$ cat src/rtl/rx_pkg.sv
// Shared defaults and helpers for the rx_buf receive buffer.
package rx_pkg;

  localparam int RX_DATA_W = 32;
  localparam int RX_DEPTH  = 4;
  localparam int RX_CNT_W  = 16;

  function automatic int clog2(input int value);
    int result;
    int rem;
    result = 0;
    rem    = value - 1;
    while (rem > 0) begin
      result++;
      rem = rem >> 1;
    end
    return result;
  endfunction

endpackage

$ cat src/rtl/rx_buf_mem.sv
// Word storage for rx_buf: one synchronous write port, one asynchronous read port.
module rx_buf_mem import rx_pkg::*; #(
  parameter int DATA_W = RX_DATA_W,
  parameter int DEPTH  = RX_DEPTH
) (
  input  logic                     clk,
  input  logic                     we,
  input  logic [clog2(DEPTH)-1:0]  waddr,
  input  logic [DATA_W-1:0]        wdata,
  input  logic [clog2(DEPTH)-1:0]  raddr,
  output logic [DATA_W-1:0]        rdata
);

  logic [DATA_W-1:0] mem [DEPTH];

  // Contents are deliberately left unreset; occupancy tracking makes them don't-care.
  always_ff @(posedge clk) begin
    if (we) begin
      mem[waddr] <= wdata;
    end
  end

  assign rdata = mem[raddr];

endmodule

$ cat src/rtl/rx_buf.sv
// Valid/ready FIFO receive buffer with last-word display and accepted-word counter.
module rx_buf import rx_pkg::*; #(
  parameter int DATA_W = RX_DATA_W,
  parameter int DEPTH  = RX_DEPTH,
  parameter int CNT_W  = RX_CNT_W
) (
  input  logic                    clk,
  input  logic                    rst,
  input  logic [DATA_W-1:0]       in_data,
  input  logic                    in_valid,
  output logic                    in_ready,
  output logic [DATA_W-1:0]       out_data,
  output logic                    out_valid,
  input  logic                    out_ready,
  output logic [DATA_W-1:0]       data_show,
  output logic [clog2(DEPTH):0]   level,
  output logic [CNT_W-1:0]        acc_cnt
);

  localparam int         AW       = clog2(DEPTH);
  localparam logic [AW:0] LVL_FULL = (AW + 1)'(DEPTH);
  localparam logic [AW:0] LVL_ONE  = (AW + 1)'(1);

  logic [AW-1:0] wr_ptr;
  logic [AW-1:0] rd_ptr;
  logic [AW:0]   level_next;
  logic          push;
  logic          pop;

  assign push      = in_valid & in_ready;
  assign pop       = out_valid & out_ready;
  assign out_valid = (level != '0);

  always_comb begin
    level_next = level;
    case ({push, pop})
      2'b10:   level_next = level + LVL_ONE;
      2'b01:   level_next = level - LVL_ONE;
      default: level_next = level;
    endcase
  end

  // in_ready is registered from the next occupancy, so it stays low during reset
  // and first rises on the edge after release.
  always_ff @(posedge clk or posedge rst) begin
    if (rst) begin
      wr_ptr    <= '0;
      rd_ptr    <= '0;
      level     <= '0;
      in_ready  <= 1'b0;
      data_show <= '0;
      acc_cnt   <= '0;
    end else begin
      if (push) begin
        wr_ptr    <= wr_ptr + AW'(1);
        data_show <= in_data;
        acc_cnt   <= acc_cnt + CNT_W'(1);
      end
      if (pop) begin
        rd_ptr <= rd_ptr + AW'(1);
      end
      level    <= level_next;
      in_ready <= (level_next != LVL_FULL);
    end
  end

  rx_buf_mem #(
    .DATA_W (DATA_W),
    .DEPTH  (DEPTH)
  ) u_mem (
    .clk   (clk),
    .we    (push),
    .waddr (wr_ptr),
    .wdata (in_data),
    .raddr (rd_ptr),
    .rdata (out_data)
  );

endmodule

$ cat config.mk
export PLATFORM = sky130hd
export DESIGN_NAME = rx_buf
export DESIGN_NICKNAME = d
export VERILOG_FILES = /design/src/rtl/rx_pkg.sv /design/src/rtl/rx_buf_mem.sv /design/src/rtl/rx_buf.sv
export SDC_FILE = /design/constraint.sdc
export NUM_CORES = 1
export LEC_CHECK = 0
export ABC_AREA = 1
export BUFFER_PORTS_ARGS = -buffer_cell sky130_fd_sc_hd__buf_2
export CAP_MARGIN = 20
export CORE_ASPECT_RATIO = 2
export CORE_MARGIN = 2
export CORE_UTILIZATION = 45
export DETAILED_ROUTE_END_ITERATION = 16
export GPL_TIMING_DRIVEN = 0
export PLACE_DENSITY_LB_ADDON = 0.2
export RECOVER_POWER = 25
export SLEW_MARGIN = 25
export SYNTH_ARGS = -nofsm -noshare
export SYNTH_HDL_FRONTEND = slang
export SYNTH_SLANG_ARGS = --single-unit
export TNS_END_PERCENT = 50
$ cat constraint.sdc
create_clock -name clk -period 7.1 [get_ports clk]
set_clock_uncertainty 0.15 [all_clocks]
set_input_delay 1.42 -clock clk [delete_from_list [all_inputs] [get_ports clk]]
set_output_delay 1.42 -clock clk [all_outputs]
set_load 0.005 [all_outputs]
Yosys cells after proc, flatten, opt, wreduce, memory -nomap -nowiden
Memory sizes are Yosys's and may differ from the RTL's.
Index checks and enable logic that the tools add are counted.
{"block": "word_totals", "ff_bits": 56, "elab_cells": 21, "memories": 1, "ramBits": 128, "input_bits": 36}
{"name": "u_mem.mem", "words": 4, "word_bits": 32, "read_ports": 1, "rd_ports_with_merged_regs": 0, "wr": 1, "line_no": "rx_buf_mem.sv:14", "rtl": "logic [DATA_W-1:0] mem [DEPTH];"}
{"block": "op_classes", "n_bitwise": 2, "mux": 3, "n_reduce_logical": 1, "n_eq_ne": 3, "add_sub_neg": 5}
{"op": "$add A16 B1 Y16 const B", "n": 1}
{"op": "$pmux W3 S2", "n": 1}
{"op": "$add A2 B1 Y2 const B", "n": 2}
{"op": "$add A3 B1 Y3 const B", "n": 1}
{"op": "$ne A3 B3 Y1 const B", "n": 1}
{"op": "$reduce_bool A3 Y1", "n": 1}
{"op": "$sub A3 B1 Y3 const B", "n": 1}
{"op": "$and A1 B1 Y1", "n": 2}
{"op": "$eq A2 B1 Y1 const B", "n": 1}
{"op": "$eq A2 B2 Y1 const B", "n": 1}
{"op": "$mux W1", "n": 2}

Depth between registers and ports, before layout
Gate-level depths: netlist of run 1.
{"block": "logic_depth", "ltp_word": 5, "ltp_mapped": 12, "depth_no_buf": 11}

Cells and area by module
From an unflattened synthesis of run 1, not the netlist that was laid out.
{"block": "unflattened", "hier_cells": 778, "hier_area_um2": 7846.3}
{"mod": "rx_buf_mem", "cells_per_inst": 509, "seq_area_each_um2": 3843.7, "area_per_inst_um2": 5437.7, "instances": 1}
{"mod": "rx_buf", "cells_per_inst": 269, "seq_area_each_um2": 1401.3, "area_per_inst_um2": 2408.6, "instances": 1}

Worst setup path before layout of run 1
No wires, ideal clock.
{"block": "synth_path", "path_type": "input-to-reg", "from": "input in_valid", "to": "memory u_mem.mem[0][0] in the netlist's numbering (enable)", "cell_stages": 3, "path_buffers": 1, "t_arrival_ns": 3.104, "path_slack_ns": 3.425, "path_cell_list": "nand2_2 buf_2 nor2_1"}
{"block": "synth_via", "elab_chain_cells": 3}
{"element": "start: declaration", "line_no": "rx_buf.sv:10", "rtl": "input logic in_valid,"}
{"element": "$and A1 B1 Y1", "line_no": "rx_buf.sv:30", "rtl": "assign push = in_valid & in_ready;"}
{"element": "$mux W1", "line_no": "rx_buf_mem.sv:18", "rtl": "if (we) begin"}
{"element": "$mux W1 (implied by the code)", "line_no": "rx_buf_mem.sv:19", "rtl": "mem[waddr] <= wdata;"}
{"element": "end: declaration", "line_no": "rx_buf_mem.sv:14"}
No other way between the ends.

Worst setup path in the final report of run 1
{"block": "layout_path", "from": "register rd_ptr[1]", "to": "output out_data[5]"}
{"block": "layout_via", "elab_chain_cells": 1}
{"element": "start: declaration", "line_no": "rx_buf.sv:25", "rtl": "logic [AW-1:0] rd_ptr;"}
{"element": "start signal: assignment", "line_no": "rx_buf.sv:60", "rtl": "rd_ptr <= rd_ptr + AW'(1);"}
{"element": "$mem_v2 Z4 W32"}
{"element": "end: declaration", "line_no": "rx_buf.sv:12", "rtl": "output logic [DATA_W-1:0] out_data,"}
No other way between the ends.

==> results of run 1 <==
## metrics by stage
step                cells  util, %  hold slack [ns]  setup WS (ns)  total power [mW]
floorplan             598        -            0.322           3.42              2.10
global placement      919     51.1            0.307           1.95              2.57
detailed placement    924     52.1            0.310           3.44              2.64
CTS                   956     55.7            0.330           3.50              3.55
global route          956     55.5            0.348           3.42              3.71
finish                956     55.5            0.326           3.51              3.50
## flip-flops by register name, summed over array words and instances, names as in the netlist
register	cells
acc_cnt	16
data_show	32
u_mem.mem	128
rd_ptr	2
level	3
wr_ptr	2
in_ready	1
## placed cells by master (no fill, tap or decap), drive strengths merged, types with 4 or more instances in the layout
cell type  instances
buf              117
inv               34
o22ai             32
o21ai             71
ha                 6
nand3              5
xor2               8
dfrtp             56
nor2              86
nand2            143
clkbuf            53
edfxtp           128
clkinv             4
xnor2              4
## worst max-delay path, delay by kind of cell, from the launching register on
family / cells / cell delay (ns)
AOI/OAI and AO/OA: 2 / 0.38
buffers and inverters: 3 / 0.73
DFF: 1 / 0.47
## logic make-up (layout without fill, tap and decap cells)
family / Yosys count / after routing
and+or+nand+nor: 239 / 239
DFF: 184 / 184
xor gates and xnor gates: 12 / 12
buffers and inverters: 53 / 210
adders and majority gates: 7 / 7
AOI/OAI and AO/OA: 103 / 103
## routing by layer
layer  vias to the layer above  part of all wire, %
met5                         -                    0
met4                         0                  1.9
met3                        23                  4.9
met2                       126                   57
met1                      2426                   36
li1                       2335                    -
## worst min-delay path by stage
stage / to
2_1_floorplan: data_show[0]
3_3_place_gp: data_show[19]
3_5_place_dp: data_show[30]
4_1_cts: data_show[4]
5_1_grt: data_show[4]
6_report: data_show[4]
## power groups by stage
stage / sequential (mW) / combinational (mW) / clock [mW]
2_1_floorplan: 1.50 / 0.600 / 0
3_3_place_gp: 1.50 / 1.07 / 0
3_5_place_dp: 1.50 / 1.14 / 0
4_1_cts: 1.48 / 1.15 / 0.916
5_1_grt: 1.50 / 1.25 / 0.959
6_report: 1.48 / 1.12 / 0.903
## cell type report
class                   instances  area share [%]
clock inverters                14            1.50
flip-flops and latches        184            59.9
clock buffers                  18            5.02
multi-input cells             361            20.2
well taps                     201            2.87
repair buffers                125            7.81
plain buffers                  27            1.47
inverters                      26            1.16
==> impl_metrics.env, run 1 <==
export IMPL_synthAdderAreaFrac_pct=1.32
export IMPL_synth_top_area_cell="edfxtp_1"
export IMPL_cts_setup_buffers=0
export IMPL_grt_setup_unrepaired="no"
export IMPL_relSlewSlack_pct=32.8
export IMPL_drc=0
export IMPL_dr_total_vias=4910
export IMPL_r2r_end="in_ready"
export IMPL_dpl_hpwl_um=12000
export IMPL_gr_usage_met2_pct=40.0
export IMPL_chipWidth_um=93.5
export IMPL_synth_xor_area_share_pct=1.46
export IMPL_htreeDepth=4
export IMPL_synth_most_common_cell="nand2_1"
export IMPL_max_freq_ghz=0.279
export IMPL_seq_power_share_pct=42.3
export IMPL_post_synth_and_or_nand_nor_area_fraction_pct=13.7
export IMPL_routed_wl_um=17200
export IMPL_vdd_drop_max_v=0.000205
export IMPL_gr_max_usage_layer="met2"
export IMPL_min_period_ns=3.59
export IMPL_ys_warn_count=0
export IMPL_hold_start="data_show[4]"
export IMPL_n_fill_cell=1390
export IMPL_antenna_found_initial=0
export IMPL_swShare_pct=35.2
export IMPL_rr_startpoint="in_ready"
export IMPL_cts_hold_buf=0
export IMPL_slew_viol_final=0
export IMPL_io_buffers=120
export IMPL_dpl_cell_area_um2=8220
export IMPL_drive_above_1_share_pct=23.2
export IMPL_syn_to_final_growth_pct=21.3
export IMPL_grt_pass1_vias=5142
export IMPL_initial_core_util_pct=45.7
export IMPL_cts_path_max_buffers=2
export IMPL_cp_start_kind="flop"
export IMPL_cts_sinks=184
export IMPL_grt_util_all_layers_pct=20.9
export IMPL_cts_tree="yes"
export IMPL_hold_depth=2
export IMPL_critical_path_max_fanout=10
export IMPL_cap_violations=0
export IMPL_synth_edff_count=128
export IMPL_die_y_um=183
export IMPL_crit_type="reg2out"
export IMPL_endpoint_kind="output port"
export IMPL_dr_pass1_iters=4
export IMPL_drt_iter0_markers=260
export IMPL_grt_pass1_wl_um=26600
export IMPL_cts_root_buffer="clkbuf_16"
export IMPL_post_cts_resized=0
export IMPL_vias_per_cell=5.14
export IMPL_mappedNetlistArea_um2=7220
export IMPL_clock_latency_ns=0.43
export IMPL_synthTopCellsByArea="edfxtp_1 (53%), dfrtp_1 (19%), nand2_1 (7.1%)"
export IMPL_synth_seq_area_share_pct=72.7
export IMPL_io_pins=121
export IMPL_cp_required_ns=5.53
export IMPL_cp_cell_sequence="inv_2 > clkbuf_1 > o21ai_1 > o22ai_1 > buf_2"
export IMPL_synth_top_cell_area_share_pct=53.3
export IMPL_post_synth_cell_area_avg_um2=12.1
export IMPL_core_um2=15800
export IMPL_fin_crit_sh_pct=50.5
export IMPL_finalHoldViolations=0
export IMPL_p_comb_share_pct=32.0
export IMPL_grtUsageMet3_pct=4.52
export IMPL_numCtsBuffers=17
export IMPL_seqCellArea_um2=5250
export IMPL_clk_pin_slew_worst_paths_ns=0.07
export IMPL_wl_per_cell_um=18.0
export IMPL_leakagePower_nw=3.57
export IMPL_ys_flop_type="edfxtp_1"
export IMPL_arrival_ns=2.02
export IMPL_overflow=0
export IMPL_grt_max_degree=39
export IMPL_hold_class="reg2reg"
export IMPL_final_net_count=785
export IMPL_worst_pin_slew_ns=1.00
export IMPL_startpoint="rd_ptr[1]"
export IMPL_synth_compound_area_share_pct=7.70
export IMPL_synth_top_family_by_area="simple AND/OR/NAND/NOR gates"
export IMPL_r2r_slack_ns=4.58
export IMPL_powerDensity_nw_per_um2=400
export IMPL_diodes=0
export IMPL_setup_viol=0
export IMPL_ant_nets=0
export IMPL_multi_input_area_um2=1770
export IMPL_power_internal_mw=2.27
export IMPL_critPathSlowestCell="dfrtp_1"
export IMPL_use_met1_pct=21.5
export IMPL_synthTopCellsByCount="nand2_1 (137), edfxtp_1 (128), nor2_1 (77)"
export IMPL_rr_worst_depth=10
export IMPL_dieArea_um2=17100
export IMPL_critPathMaxStageDelay_ns=0.47
export IMPL_ys_ff_latch=184
export IMPL_fin_area_um2=8750
export IMPL_async_flop_share_pct=30.4
export IMPL_endpoint="out_data[5]"
export IMPL_syn_num_nets=641
export IMPL_synth_cell_types=26
export IMPL_synthMuxAreaShare_pct=0
export IMPL_power_share_clock_pct=25.8
export IMPL_p_switching_mw=1.24
export IMPL_outcome="complete, no violations"
export IMPL_setup_tns_ns=0
export IMPL_syn_inst=598
export IMPL_gp_congestion=0.797
export IMPL_row_count=65
Note: power is estimated with default switching activity, not from simulation.
==> inputs of run 2 (changes only) <==
--- a/config.mk
+++ b/config.mk
@@ -5,7 +5,7 @@
 export SDC_FILE = /design/constraint.sdc
 export NUM_CORES = 1
 export LEC_CHECK = 0
-export ABC_AREA = 1
+export ABC_AREA = 0
 export BUFFER_PORTS_ARGS = -buffer_cell sky130_fd_sc_hd__buf_2
 export CAP_MARGIN = 20
 export CORE_ASPECT_RATIO = 2
==> constraint.sdc (replaced) <==
create_clock -name clk -period 3.15 [get_ports clk]
set_clock_uncertainty 0.15 [all_clocks]
set_input_delay 0.63 -clock clk [delete_from_list [all_inputs] [get_ports clk]]
set_output_delay 0.63 -clock clk [all_outputs]
set_load 0.005 [all_outputs]
==> impl_metrics.env, run 2 <==
export IMPL_synth_seq_area_share_pct=75.8
export IMPL_cp_start_kind="flop"
export IMPL_synth_most_common_cell="edfxtp_1"
export IMPL_overflow=0
export IMPL_grt_pass1_wl_um=21200
export IMPL_syn_to_final_growth_pct=21.9
export IMPL_crit_type="reg2out"
export IMPL_grt_max_degree=41
export IMPL_critical_path_max_fanout=10
export IMPL_vias_per_cell=5.05
export IMPL_wl_per_cell_um=19.2
export IMPL_gr_max_usage_layer="met2"
export IMPL_dieArea_um2=16500
export IMPL_die_y_um=179
export IMPL_ys_warn_count=0
export IMPL_endpoint_kind="output port"
export IMPL_arrival_ns=2.13
export IMPL_io_pins=121
export IMPL_row_count=64
export IMPL_dr_total_vias=3497
export IMPL_n_fill_cell=1261
export IMPL_leakagePower_nw=3.20
export IMPL_post_cts_resized=0
export IMPL_finalHoldViolations=0
export IMPL_cts_setup_buffers=0
export IMPL_ant_nets=0
export IMPL_core_um2=15200
export IMPL_fin_crit_sh_pct=92.4
export IMPL_worst_pin_slew_ns=0.660
export IMPL_slew_viol_final=0
export IMPL_hold_class="in2reg"
export IMPL_routed_wl_um=13300
export IMPL_numCtsBuffers=17
export IMPL_powerDensity_nw_per_um2=868
export IMPL_setup_tns_ns=0
export IMPL_largest_reg_flops=128
export IMPL_max_freq_ghz=0.343
export IMPL_synth_compound_area_share_pct=0
export IMPL_cts_tree="yes"
export IMPL_cts_root_buffer="clkbuf_16"
export IMPL_mappedNetlistArea_um2=6920
export IMPL_min_period_ns=2.91
export IMPL_clk_pin_slew_worst_paths_ns=0.06
export IMPL_synthTopCellsByArea="edfxtp_1 (56%), dfrtp_1 (20%), mux4_2 (10%)"
export IMPL_async_flop_share_pct=30.4
export IMPL_grt_util_all_layers_pct=17.2
export IMPL_gr_usage_met2_pct=31.6
export IMPL_top_register="u_mem.mem"
export IMPL_grt_setup_unrepaired="no"
export IMPL_largest_registers="u_mem.mem x128, data_show x32, acc_cnt x16"
export IMPL_post_synth_and_or_nand_nor_area_fraction_pct=2.87
export IMPL_synthMuxAreaShare_pct=16.1
export IMPL_synth_top_area_cell="edfxtp_1"
export IMPL_final_common_cell="edfxtp_1"
export IMPL_setup_viol=0
export IMPL_drive_above_1_share_pct=42.5
export IMPL_layout_common_cells="edfxtp_1 (128), buf_2 (99), dfrtp_1 (56), mux2_2 (34), clkbuf_1 (34)"
export IMPL_drc=0
export IMPL_synthAdderAreaFrac_pct=1.37
export IMPL_synth_top_cell_area_share_pct=55.5
export IMPL_grt_pass1_vias=3883
export IMPL_antenna_found_initial=0
export IMPL_cts_hold_buf=1
export IMPL_post_synth_cell_area_avg_um2=20.6
export IMPL_cts_path_max_buffers=2
export IMPL_ys_ff_latch=184
export IMPL_clock_latency_ns=0.42
export IMPL_grtUsageMet3_pct=3.90
export IMPL_place_inst=659
export IMPL_seqCellArea_um2=5250
export IMPL_instances_no_fill=692
export IMPL_dpl_hpwl_um=9310
export IMPL_ys_flop_type="edfxtp_1"
export IMPL_use_met1_pct=19.0
export IMPL_cap_violations=0
export IMPL_synthTopCellsByCount="edfxtp_1 (128), dfrtp_1 (56), mux2_2 (34)"
export IMPL_io_buffers=120
export IMPL_cp_required_ns=2.37
export IMPL_gp_congestion=0.703
export IMPL_relSlewSlack_pct=56.0
export IMPL_synth_edff_count=128
export IMPL_initial_core_util_pct=45.5
export IMPL_dr_pass1_iters=4
export IMPL_diodes=0
export IMPL_multi_input_area_um2=1600
export IMPL_synth_cell_types=23
export IMPL_synth_top_family_by_area="multiplexers"
export IMPL_cts_sinks=184
export IMPL_synth_xor_area_share_pct=2.66
export IMPL_syn_num_nets=379
export IMPL_outcome="complete, no violations"
export IMPL_syn_inst=336
export IMPL_drt_iter0_markers=138
export IMPL_htreeDepth=4
export IMPL_final_net_count=524
export IMPL_vdd_drop_max_v=0.000490
export IMPL_chipWidth_um=91.7
-- run 2: cell count changes in the layout (fill, tap and decap cells not counted), moves of 32 or more --
cell / previous run / this run
mux2_2: 0 / 34
mux4_2: 0 / 32
nand2_1: 137 / 10
nor2_1: 73 / 9
o21ai_0: 38 / 0
o21ai_1: 33 / 0
o22ai_1: 32 / 0
-- run 2: area by class of cell --
cell class | instances | share of cell area [%]
clock inverter | 12 | 1.04
sequential | 184 | 62.2
timing repair buffer | 126 | 8.33
inverter | 8 | 0.386
clock buffer | 20 | 5.55
buffer | 12 | 0.667
multi-input combinational | 132 | 18.9
tap | 198 | 2.94
-- run 2: cell families (layout without fill, tap and decap cells) --
| logic type | after synthesis | after routing |
|---|---|---|
| flops | 184 | 184 |
| buf+inv | 20 | 178 |
| fa+ha+maj | 7 | 7 |
| simple gates | 37 | 37 |
| mux | 67 | 67 |
| xor+xnor | 21 | 21 |
-- run 2: through the flow --
step	hold slack, ns	setup slack (ns)	area [um2]	power [mW]	utilization [%]
after CTS	0.273	0.156	8470	7.47	55.7
final	0.306	0.238	8440	7.32	55.5
after global placement	0.312	0.141	7770	5.31	51.1
after floorplan	0.318	0.636	6920	4.52	-
after global routing	0.321	0.0891	8440	7.71	55.5
after detailed placement	0.327	0.109	7910	5.48	52.0
-- run 2: final timing paths --
path / depth (start not counted) / start / to / slack (ns)
worst min register to register: 1 / acc_cnt[15] / acc_cnt[15] / 0.34
worst min-delay path: 1 / in_data[2] / u_mem.mem[2][2] / 0.31
worst max register to register: 10 / in_ready / in_ready / 0.45
max in group asynchronous: 4 / rst / level[2] / 1.78
worst max-delay path: 4 / rd_ptr[1] / out_data[15] / 0.24
min in group asynchronous: 3 / rst / data_show[25] / 0.55
-- run 2: layer usage --
metal,part of all wire [%],up-vias
met3,3.7,16
met4,1.9,0
met2,58,84
li1,-,1591
met5,0,-
met1,36,1806
-- run 2: critical path: stages, from the launching register on --
cell	delay, ns
dfrtp_1	0.32
clkbuf_1	0.27
clkbuf_1	0.55
mux4_2	0.43
buf_2	0.15
-- run 2: power breakdown --
group          leakage, nW  internal, mW  switching (mW)  total (mW)
sequential            1.84          3.12           0.192        3.31
combinational         1.09          1.03            1.00        2.03
clock                0.273          1.09           0.889        1.98
total                 3.20          5.24            2.08        7.32
